### src/rtl/layer3_feeder_pkg.sv
// Shared definitions for the layer-3 weight feeder.
// Holds the FSM state enum, the default word width derived from
// LAYER3_WEIGHT_INPUT_LENGTH, the default address width and the default
// delay-line depth the feeder drains after the last word.
package layer3_feeder_pkg;

    localparam int unsigned LAYER3_WEIGHT_INPUT_LENGTH = 128;
    localparam int unsigned FEEDER_DATA_W              = LAYER3_WEIGHT_INPUT_LENGTH;
    localparam int unsigned FEEDER_ADDR_W              = 10;
    localparam int unsigned FEEDER_DEPTH               = 12;

    typedef enum logic [1:0] {
        IDLE  = 2'd0,
        READ  = 2'd1,
        DRAIN = 2'd2,
        DONE  = 2'd3
    } feeder_state_e;

endpackage

### src/rtl/layer3_weight_feeder_if.sv
// Bundle of the feeder's controller, weight-buffer and delay-line signals.
//   start, base_addr, word_count : run request from the layer-3 controller
//   rd_en, rd_addr, rd_data      : one-cycle-latency weight buffer read port
//   out_data, out_valid          : word stream into the delay-line input
//   busy, done                   : run status back to the controller
// master = the feeder, slave = its environment.
interface layer3_weight_feeder_if
    import layer3_feeder_pkg::*;
#(
    parameter int unsigned DATA_W = FEEDER_DATA_W,
    parameter int unsigned ADDR_W = FEEDER_ADDR_W
);
    logic              start;
    logic [ADDR_W-1:0] base_addr;
    logic [ADDR_W:0]   word_count;
    logic              rd_en;
    logic [ADDR_W-1:0] rd_addr;
    logic [DATA_W-1:0] rd_data;
    logic [DATA_W-1:0] out_data;
    logic              out_valid;
    logic              busy;
    logic              done;

    modport master (
        input  start, base_addr, word_count, rd_data,
        output rd_en, rd_addr, out_data, out_valid, busy, done
    );

    modport slave (
        output start, base_addr, word_count, rd_data,
        input  rd_en, rd_addr, out_data, out_valid, busy, done
    );

endinterface

### src/rtl/feeder_down_counter.sv
// Loadable down-counter with a zero flag; saturates at zero.
//   clk, rst   : clock, synchronous active-high reset
//   i_load     : load i_load_val (has priority over i_dec)
//   i_dec      : decrement by one when non-zero
//   o_zero     : count is zero
module feeder_down_counter #(
    parameter int unsigned WIDTH = 8
) (
    input  logic             clk,
    input  logic             rst,
    input  logic             i_load,
    input  logic [WIDTH-1:0] i_load_val,
    input  logic             i_dec,
    output logic             o_zero
);

    logic [WIDTH-1:0] r_count;

    always_ff @(posedge clk) begin
        if (rst) begin
            r_count <= '0;
        end else if (i_load) begin
            r_count <= i_load_val;
        end else if (i_dec && (r_count != '0)) begin
            r_count <= r_count - WIDTH'(1);
        end
    end

    assign o_zero = (r_count == '0);

endmodule

### src/rtl/layer3_weight_feeder.sv
// Layer-3 weight feeder: reads word_count words starting at base_addr from
// the weight buffer (one-cycle read latency), streams them one per cycle
// into the weight delay line, drains for the line depth, then pulses done.
//   clk, rst : clock, synchronous active-high reset
//   bus      : layer3_weight_feeder_if.master (controller, buffer, delay line)
// Build option LAYER3_FEEDER_ZERO_FILL_EN: when defined, out_data is forced
// to zero whenever out_valid is low; otherwise it holds the last word.
module layer3_weight_feeder
    import layer3_feeder_pkg::*;
#(
    parameter int unsigned DATA_W = FEEDER_DATA_W,
    parameter int unsigned ADDR_W = FEEDER_ADDR_W,
    parameter int unsigned DEPTH  = FEEDER_DEPTH
) (
    input  logic                    clk,
    input  logic                    rst,
    layer3_weight_feeder_if.master  bus
);

    localparam int unsigned DRAIN_W = $clog2(DEPTH + 2) + 1;

    feeder_state_e     r_state;
    feeder_state_e     w_state_d;
    logic              w_accept;
    logic              w_words_zero;
    logic              w_drain_zero;
    logic [ADDR_W:0]   w_word_load;
    logic              r_rd_en;
    logic [ADDR_W-1:0] r_rd_addr;
    logic              r_rd_vld;
    logic [DATA_W-1:0] r_out_data;
    logic              r_out_valid;
    logic              r_busy;
    logic              r_done;

    assign w_accept    = (r_state == IDLE) && bus.start;
    // Counter holds the strobes still owed after the current one.
    assign w_word_load = bus.word_count - (ADDR_W + 1)'(1);

    feeder_down_counter #(
        .WIDTH (ADDR_W + 1)
    ) u_word_cnt (
        .clk        (clk),
        .rst        (rst),
        .i_load     (w_accept && (bus.word_count != '0)),
        .i_load_val (w_word_load),
        .i_dec      ((r_state == READ) && !w_words_zero),
        .o_zero     (w_words_zero)
    );

    // DRAIN lasts DEPTH+2 cycles; the count is loaded on the last READ edge
    // and exits on zero, so the loaded value is the cycles remaining after
    // the first drain cycle.
    feeder_down_counter #(
        .WIDTH (DRAIN_W)
    ) u_drain_cnt (
        .clk        (clk),
        .rst        (rst),
        .i_load     ((r_state == READ) && w_words_zero),
        .i_load_val (DRAIN_W'(DEPTH + 1)),
        .i_dec      ((r_state == DRAIN) && !w_drain_zero),
        .o_zero     (w_drain_zero)
    );

    always_comb begin
        w_state_d = r_state;
        unique case (r_state)
            IDLE:    if (bus.start) w_state_d = (bus.word_count != '0) ? READ : DONE;
            READ:    if (w_words_zero) w_state_d = DRAIN;
            DRAIN:   if (w_drain_zero) w_state_d = DONE;
            DONE:    w_state_d = IDLE;
            default: w_state_d = IDLE;
        endcase
    end

    // Outputs are registered from the next state so they line up with it.
    always_ff @(posedge clk) begin
        if (rst) begin
            r_state     <= IDLE;
            r_rd_en     <= 1'b0;
            r_rd_addr   <= '0;
            r_rd_vld    <= 1'b0;
            r_out_data  <= '0;
            r_out_valid <= 1'b0;
            r_busy      <= 1'b0;
            r_done      <= 1'b0;
        end else begin
            r_state <= w_state_d;
            r_rd_en <= (w_state_d == READ);
            if (w_accept) begin
                r_rd_addr <= bus.base_addr;
            end else if ((r_state == READ) && !w_words_zero) begin
                r_rd_addr <= r_rd_addr + ADDR_W'(1);
            end
            r_rd_vld    <= r_rd_en;
            r_out_valid <= r_rd_vld;
`ifdef LAYER3_FEEDER_ZERO_FILL_EN
            r_out_data  <= r_rd_vld ? bus.rd_data : '0;
`else
            if (r_rd_vld) begin
                r_out_data <= bus.rd_data;
            end
`endif
            r_busy <= (w_state_d == READ) || (w_state_d == DRAIN);
            r_done <= (w_state_d == DONE);
        end
    end

    assign bus.rd_en     = r_rd_en;
    assign bus.rd_addr   = r_rd_addr;
    assign bus.out_data  = r_out_data;
    assign bus.out_valid = r_out_valid;
    assign bus.busy      = r_busy;
    assign bus.done      = r_done;

endmodule

### src/flat_wrapper.sv
// flat-port wrapper written by rule: the top's interface ports become plain ports
module layer3_weight_feeder_flat import layer3_feeder_pkg::*;
#(
    parameter int unsigned DATA_W = FEEDER_DATA_W,
    parameter int unsigned ADDR_W = FEEDER_ADDR_W,
    parameter int unsigned DEPTH  = FEEDER_DEPTH
)
  (clk, rst, bus_start, bus_base_addr, bus_word_count, bus_rd_data, bus_rd_en, bus_rd_addr, bus_out_data, bus_out_valid, bus_busy, bus_done);
  layer3_weight_feeder_if #(.DATA_W(DATA_W), .ADDR_W(ADDR_W)) bus_i ();
  input  logic clk;
  input  logic rst;
  input wire logic [$bits(bus_i.start)-1:0] bus_start;
  input wire logic [$bits(bus_i.base_addr)-1:0] bus_base_addr;
  input wire logic [$bits(bus_i.word_count)-1:0] bus_word_count;
  input wire logic [$bits(bus_i.rd_data)-1:0] bus_rd_data;
  output wire logic [$bits(bus_i.rd_en)-1:0] bus_rd_en;
  output wire logic [$bits(bus_i.rd_addr)-1:0] bus_rd_addr;
  output wire logic [$bits(bus_i.out_data)-1:0] bus_out_data;
  output wire logic [$bits(bus_i.out_valid)-1:0] bus_out_valid;
  output wire logic [$bits(bus_i.busy)-1:0] bus_busy;
  output wire logic [$bits(bus_i.done)-1:0] bus_done;
  assign bus_i.start = bus_start;
  assign bus_i.base_addr = bus_base_addr;
  assign bus_i.word_count = bus_word_count;
  assign bus_i.rd_data = bus_rd_data;
  assign bus_rd_en = bus_i.rd_en;
  assign bus_rd_addr = bus_i.rd_addr;
  assign bus_out_data = bus_i.out_data;
  assign bus_out_valid = bus_i.out_valid;
  assign bus_busy = bus_i.busy;
  assign bus_done = bus_i.done;
  layer3_weight_feeder #(.DATA_W(DATA_W), .ADDR_W(ADDR_W), .DEPTH(DEPTH)) u_core (.clk(clk), .rst(rst), .bus(bus_i));
endmodule
### config.mk
export PLATFORM = sky130hd
export DESIGN_NAME = layer3_weight_feeder_flat
export DESIGN_NICKNAME = d
export VERILOG_FILES = /design/src/rtl/layer3_feeder_pkg.sv /design/src/rtl/layer3_weight_feeder_if.sv /design/src/rtl/feeder_down_counter.sv /design/src/rtl/layer3_weight_feeder.sv /design/src/flat_wrapper.sv
export SDC_FILE = /design/constraint.sdc
export NUM_CORES = 1
export LEC_CHECK = 0
export ABC_AREA = 1
export CORE_ASPECT_RATIO = 0.6
export CORE_UTILIZATION = 37
export DETAILED_ROUTE_END_ITERATION = 8
export PLACE_DENSITY = 0.73
export SLEW_MARGIN = 20
export SYNTH_ARGS = -nofsm -noshare
export SYNTH_HDL_FRONTEND = slang
export SYNTH_SLANG_ARGS = --single-unit
### constraint.sdc
create_clock -name clk -period 2.5 [get_ports clk]
set_input_delay 0.375 -clock clk [delete_from_list [all_inputs] [get_ports clk]]
set_output_delay 0.375 -clock clk [all_outputs]
set_load 0.02 [all_outputs]
# [Word level (Yosys, flattened, before mapping)]
# Cells that the tools add are included.
# Widths: inputs -> output; s select.
[word_totals] inputBits=152 regBits=161 word_cells=52 out_inout_bits=142
[classes] eq_ne=6 reduce_logical=20 n_mux=11 addsub=4
[ops] operator="$mux 11" n=2
[ops] operator="$reduce_bool 11->1" n=2
[ops] operator="$sub 11x1->11 const B" n=2
[ops] operator="$mux 10" n=2
[ops] operator="$logic_not 11->1" n=1
[ops] operator="$add 10x1->10 const B" n=1
[ops] operator="$eq 2x2->1 const B" n=4
[ops] operator="$mux 2" n=4
[ops] operator="$mux 4" n=2
[ops] operator="$pmux 2 s4" n=1
[ops] operator="$logic_and 1x1->1" n=7
[ops] operator="$reduce_bool 2->1" n=3
[ops] operator="$logic_not 5->1" n=1
[ops] operator="$reduce_bool 5->1" n=1
[ops] operator="$sub 5x1->5 const B" n=1
[ops] operator="$eq 2x1->1 const B" n=2
[ops] operator="$logic_not 1->1" n=2
[ops] operator="$logic_not 2->1" n=1
[ops] operator="$reduce_or 2->1" n=1
[ops] operator="$logic_or 1x1->1" n=1

# [Depth between registers and ports, before layout]
[depth] depth_word=6 depth_mapped=16 mapped_depth_nobuf=15

# [Hierarchy]
# From an unflattened synthesis, not the netlist that was laid out.
[unflattened] cells_unflattened=914 hier_area_um2=6696.4
[by_module_without_submodules] mod="layer3_weight_feeder" seq_area_each_um2=2902.8 area_each_um2=5562.8 cells_each=738 instances=1
[by_module_without_submodules] mod="feeder_down_counter at u_core.u_word_cnt" seq_area_each_um2=220.2 area_each_um2=785.8 cells_each=118 instances=1
[by_module_without_submodules] mod="feeder_down_counter at u_core.u_drain_cnt" seq_area_each_um2=100.1 area_each_um2=347.8 cells_each=58 instances=1

# [Least setup slack after synthesis]
# OpenSTA, ideal clock, no wires.
[synth_timing] path_kind="input-to-reg" startpoint="in bus_word_count[5]" endpoint="reg u_core.u_word_cnt.r_count[6]" n_path_buf=1 t_required_ns=2.390 arrival_time_ns=1.800 slack_ns=0.589 cell_stages=15 setup_time_ns=0.110 path_cell_list="or2_1 -> nor2_2 -> nand2_2 -> nand2_4 -> buf_12 -> nand2_4 -> nand2_4 -> ha_1 -> nand3_1 -> nor2_2 -> nand2_1 -> nand2_1 -> nand3_1 -> nand3_1 -> inv_1"
[synth_via] elab_chain_len=3 word_cells_on_any_way=5 cone_classes="add/sub: 1; mux: 1; reduce/logical: 3"
[synth_rtl] element="start: declaration" line="flat_wrapper.sv:14" rtl="input wire logic [$bits(bus_i.word_count)-1:0] bus_word_count;"
[synth_rtl] element="parallel branches: the longest is 3 deep, another holds $sub 11x1->11"
[synth_rtl] element="end signal: assignment" line="feeder_down_counter.sv:23" rtl="r_count <= i_load_val;"
[synth_rtl] element="end signal: assignment" line="feeder_down_counter.sv:25" rtl="r_count <= r_count - WIDTH'(1);"
[synth_rtl] element="end: declaration" line="feeder_down_counter.sv:17" rtl="logic [WIDTH-1:0] r_count;"
# Parallel ways; which one is timed is not known.
# A chain may end at the register's enable or synchronous reset.

# [Final worst setup path]
[layout_timing] startpoint="reg u_core.u_word_cnt.r_count[7]" endpoint="reg u_core.r_busy, in the netlist u_core.bus.busy"
[layout_via] elab_chain_len=5 word_cells_on_any_way=6 cone_classes="eq/ne: 2; mux: 2; reduce/logical: 2"
[layout_rtl] element="$logic_not 11->1 *" line="feeder_down_counter.sv:29" rtl="assign o_zero = (r_count == '0);"
[layout_rtl] element="$mux 2 *" line="layer3_weight_feeder.sv:69" rtl="READ: if (w_words_zero) w_state_d = DRAIN;"
[layout_rtl] element="$pmux 2 s4 *" line="layer3_weight_feeder.sv:67" rtl="unique case (r_state)"
[layout_rtl] element="net u_core.w_state_d[1]" line="layer3_weight_feeder.sv:23" rtl="feeder_state_e w_state_d;"
[layout_rtl] element="$eq 2x1->1 or $eq 2x2->1 (tied branches)" line="layer3_weight_feeder.sv:104" rtl="r_busy <= (w_state_d == READ) || (w_state_d == DRAIN);"
[layout_rtl] element="$logic_or 1x1->1 *" line="layer3_weight_feeder.sv:104"
[layout_rtl] element="end signal: assignment" line="layer3_weight_feeder.sv:104"
[layout_rtl] element="end: declaration" line="layer3_weight_feeder.sv:33" rtl="logic r_busy;"
# The timed path passes the listed nets; every way through them passes the cells marked *.

==> key figures <==
Critical path
  – Cell Chain, Critical Path: nor3_1 > nand3_1 > or4_1 > nand3b_1 > inv_1 > ha_1 > nor2_1
  – Crit path max-delay family: simple AND/OR/NAND/NOR gates
  – CP Launch Type: flop
  – Crit Path Class: flop to flop
  – Slowest stage cell, crit path: or4_1
  – Worst EP arrival: 2.50 ns
  – Crit. End Element: flop
  – Max FO, Critical Path: 5
  – R2r endpoint: u_core.bus.busy
  – Max incr delay on CP: 0.55 ns
  – CP required: 2.85 ns
  – Register-to-register setup slack: 0.35 ns
  – WP buf/inv: 1
  – FF-to-FF path depth: 7
  – Worst r2r src: u_core.u_word_cnt.r_count[7]

STA
  – Hold Fails Final Rpt: 0
  – Final count of pins violating max slew: 0
  – Final Cycle Share: 85.96%
  – Hold WS: 0.4086 ns
  – Final setup fails: 0
  – Tightest Pin Transition: 0.5425 ns
  – Slew margin rel.: 63.83%
  – RSZ-0062 raised after global routing: false
  – Tmin final: 2.149 ns
  – Maximum clock rate: 465.4 MHz
  – Final TNS setup: 0 ns
  – Final Skew: 0.01262 ns
  – Final WS setup: 0.3511 ns

Clock tree
  – H-tree depth: 4
  – Postcts setup bufs: 0
  – Root Buffer: clkbuf_16
  – Max Root-Sink Buffers: 2
  – Cells resized by post-CTS repair: 0
  – Num CTS Buffers: 17
  – CTS tree: built
  – Clk sinks: 161
  – CTS clk-pin slew, worst paths: 0.07 ns
  – Clk_lat worst skew: 0.42 ns
  – Hold-fix buffers, CTS: 0

GRT
  – GRT Util Overall: 21.53%
  – Initial antenna violation count: 0
  – Layer with the highest usage: met2
  – Grt ovf: 0
  – Largest net degree at the start of global routing: 129
  – Met1 GRT Util: 28.90%
  – First-pass GRT wire length: 31630 µm
  – Grt met2 use: 33.38%
  – Met3 Use GR: 6.213%
  – Number of global-route vias before repair: 6248

Power and ir drop
  – Final Total Pwr: 7.683 mW
  – Clk pwr share: 34.9%
  – Power Dens Cells: 751.5 mW/mm²
  – Static leakage: 4.357 nW
  – Sequential power share: 39.1%
  – Internal: 5.336 mW
  – Comb power frac: 26.0%
  – Worst ir drop on vdd: 0.4180 mV
  – Sw Ratio: 30.55%
  – Switching power: 2.348 mW

Floorplanning
  – Core Footprint: 0.01667 mm²
  – Initial Util: 38.76%
  – FP Rows: 36
  – Die W: 172.6 µm
  – I/O Pins: 294
  – DIE AREA: 0.01801 mm²
  – Die height: 104.4 µm

Synth
  – Distinct cell type count after synthesis: 37
  – Syn Std Cell Area: 0.006460 mm²
  – Biggest area consumer among synthesized cells: dfxtp_1
  – Syn_nets: 1029
  – Sequential fraction of the synthesis area: 49.89%
  – Yosys Warn Count: 0
  – Flops & latches, synth: 161
  – Cells after synthesis: 872
  – Syn Area/Cell: 7.408 µm²
  – Post-synth EDFFs: 0
  – Synth top area share: 49.89%
  – Primary FF master, synth: dfxtp_1
  – Area contributors post-synth: dfxtp_1, nor2_1, o21ai_0, nand2_1, inv_1
  – Asr flop ratio synth: 0%

Final layout
  – Util after Layout: 61.34%
  – Nets@finish: 1305
  – P&R area growth vs syn: 58.26%
  – Final non-filler cell area: 0.01022 mm²
  – Fillers: 1464
  – N_diodes: 0
  – Most common cell after layout, fill and taps aside: clkdlybuf4s50_1
  – Most frequent cells in the layout: clkdlybuf4s50_1, nor2_1, dfxtp_1
  – Share of post-route cells with drive strength above 1: 7.580%
  – Fin cells: 1389

Detailed routing
  – # DRC: 0
  – Routed WL per cell: 13.83 µm
  – Initial DRC Count: 576
  – ANT nets after route: 0
  – Initial DRT Pass Iterations: 4
  – Routed vias/inst: 4.659
  – Vias: 6471
  – Post-Route WL: 19210 µm

Hold path
  – Hold Startpoint: u_core.bus.rd_en
  – Hold path cells: 2
  – Hold EP: u_core.r_rd_vld
  – HP Class: flop to flop

Placement
  – PortBufs: 293
  – Place WS: 0.02773 ns
  – Hpwl dp: 13420 µm
  – Gpl congestion: 0.8691
  – Placed Instance Area: 0.009613 mm²
  – Placed insts: 1357

Run
  – Max cap viols: 0

Status
  – Outcome: complete, no violations
## Yosys cell counts (6+ instances only)
| master | n |
|---|---|
| o21ai_0 | 144 |
| a21oi_1 | 12 |
| a31oi_1 | 6 |
| inv_1 | 52 |
| clkbuf_1 | 42 |
| nand2_1 | 67 |
| nand3_1 | 27 |
| nor2_1 | 284 |
| nand2_4 | 9 |
| nor2_2 | 7 |
| dfxtp_1 | 161 |
| nand2_2 | 9 |
## power groups by stage
stage | Sequential [mW] | Combinational [mW] | Clock, mW
after CTS | 3.00 | 2.01 | 2.75
after global placement | 3.04 | 1.98 | 0
final | 3.00 | 2.00 | 2.68
after global routing | 3.04 | 2.18 | 2.87
after detailed placement | 3.05 | 2.00 | 0
after floorplan | 3.32 | 0.786 | 0
## final cells by class
type / count / area, µm² / share of cell area [%]
multi-input combinational: 602 / 2791 / 27.30
timing repair buffer: 309 / 3090 / 30.23
clock inverter: 12 / 143.9 / 1.407
sequential: 161 / 3227 / 31.56
inverter: 57 / 219.0 / 2.142
tap: 228 / 285.3 / 2.790
clock buffer: 20 / 466.7 / 4.565
## worst max path at each step
stage,slack [ns],cells after the start,start,end
after floorplan,0.59,15,bus_word_count[5],u_core.u_word_cnt.r_count[6]
after global placement,0.05,16,bus_word_count[9],u_core.u_word_cnt.r_count[6]
after detailed placement,0.03,16,bus_word_count[9],u_core.u_word_cnt.r_count[6]
after CTS,0.39,7,u_core.u_word_cnt.r_count[7],u_core.bus.busy
after global routing,0.21,7,u_core.u_word_cnt.r_count[7],u_core.bus.busy
final,0.35,7,u_core.u_word_cnt.r_count[7],u_core.bus.busy
## logic make-up after synthesis
| family | after synthesis | share of synthesized area [%] |
|---|---|---|
| xor gates and xnor gates | 2 | 0.2712 |
| AOI/OAI and AO/OA | 175 | 14.37 |
| and+or+nand+nor | 419 | 27.45 |
| DFF | 161 | 49.89 |
| muxes | 1 | 0.1550 |
| adders and majority gates | 5 | 0.9684 |
| buffers and inverters | 109 | 6.895 |
## per-layer routing
metal	share of wire [%]	vias to the layer above	wire [µm]
met2	43	190	8326
li1	-	3327	-
met5	0	-	0
met4	1.1	0	208
met1	48	2940	9285
met3	7.2	14	1384
## flip-flops by register name, indices dropped and copies added, names as in the netlist
register	count
u_core.bus.out_data	128
u_core.u_word_cnt.r_count	11
u_core.bus.rd_addr	10
u_core.u_drain_cnt.r_count	5
u_core.r_state	2
u_core.bus.busy	1
u_core.bus.done	1
u_core.bus.out_valid	1
u_core.bus.rd_en	1
u_core.r_rd_vld	1
## worst reg2reg max path, delay by kind of cell, from the launching register on
family        cells  cell delay, ns
simple gates      5            1.41
flops             1            0.33
fa+ha+maj         1            0.28
buf+inv           1            0.07
Power figures use the tool's default switching activity.
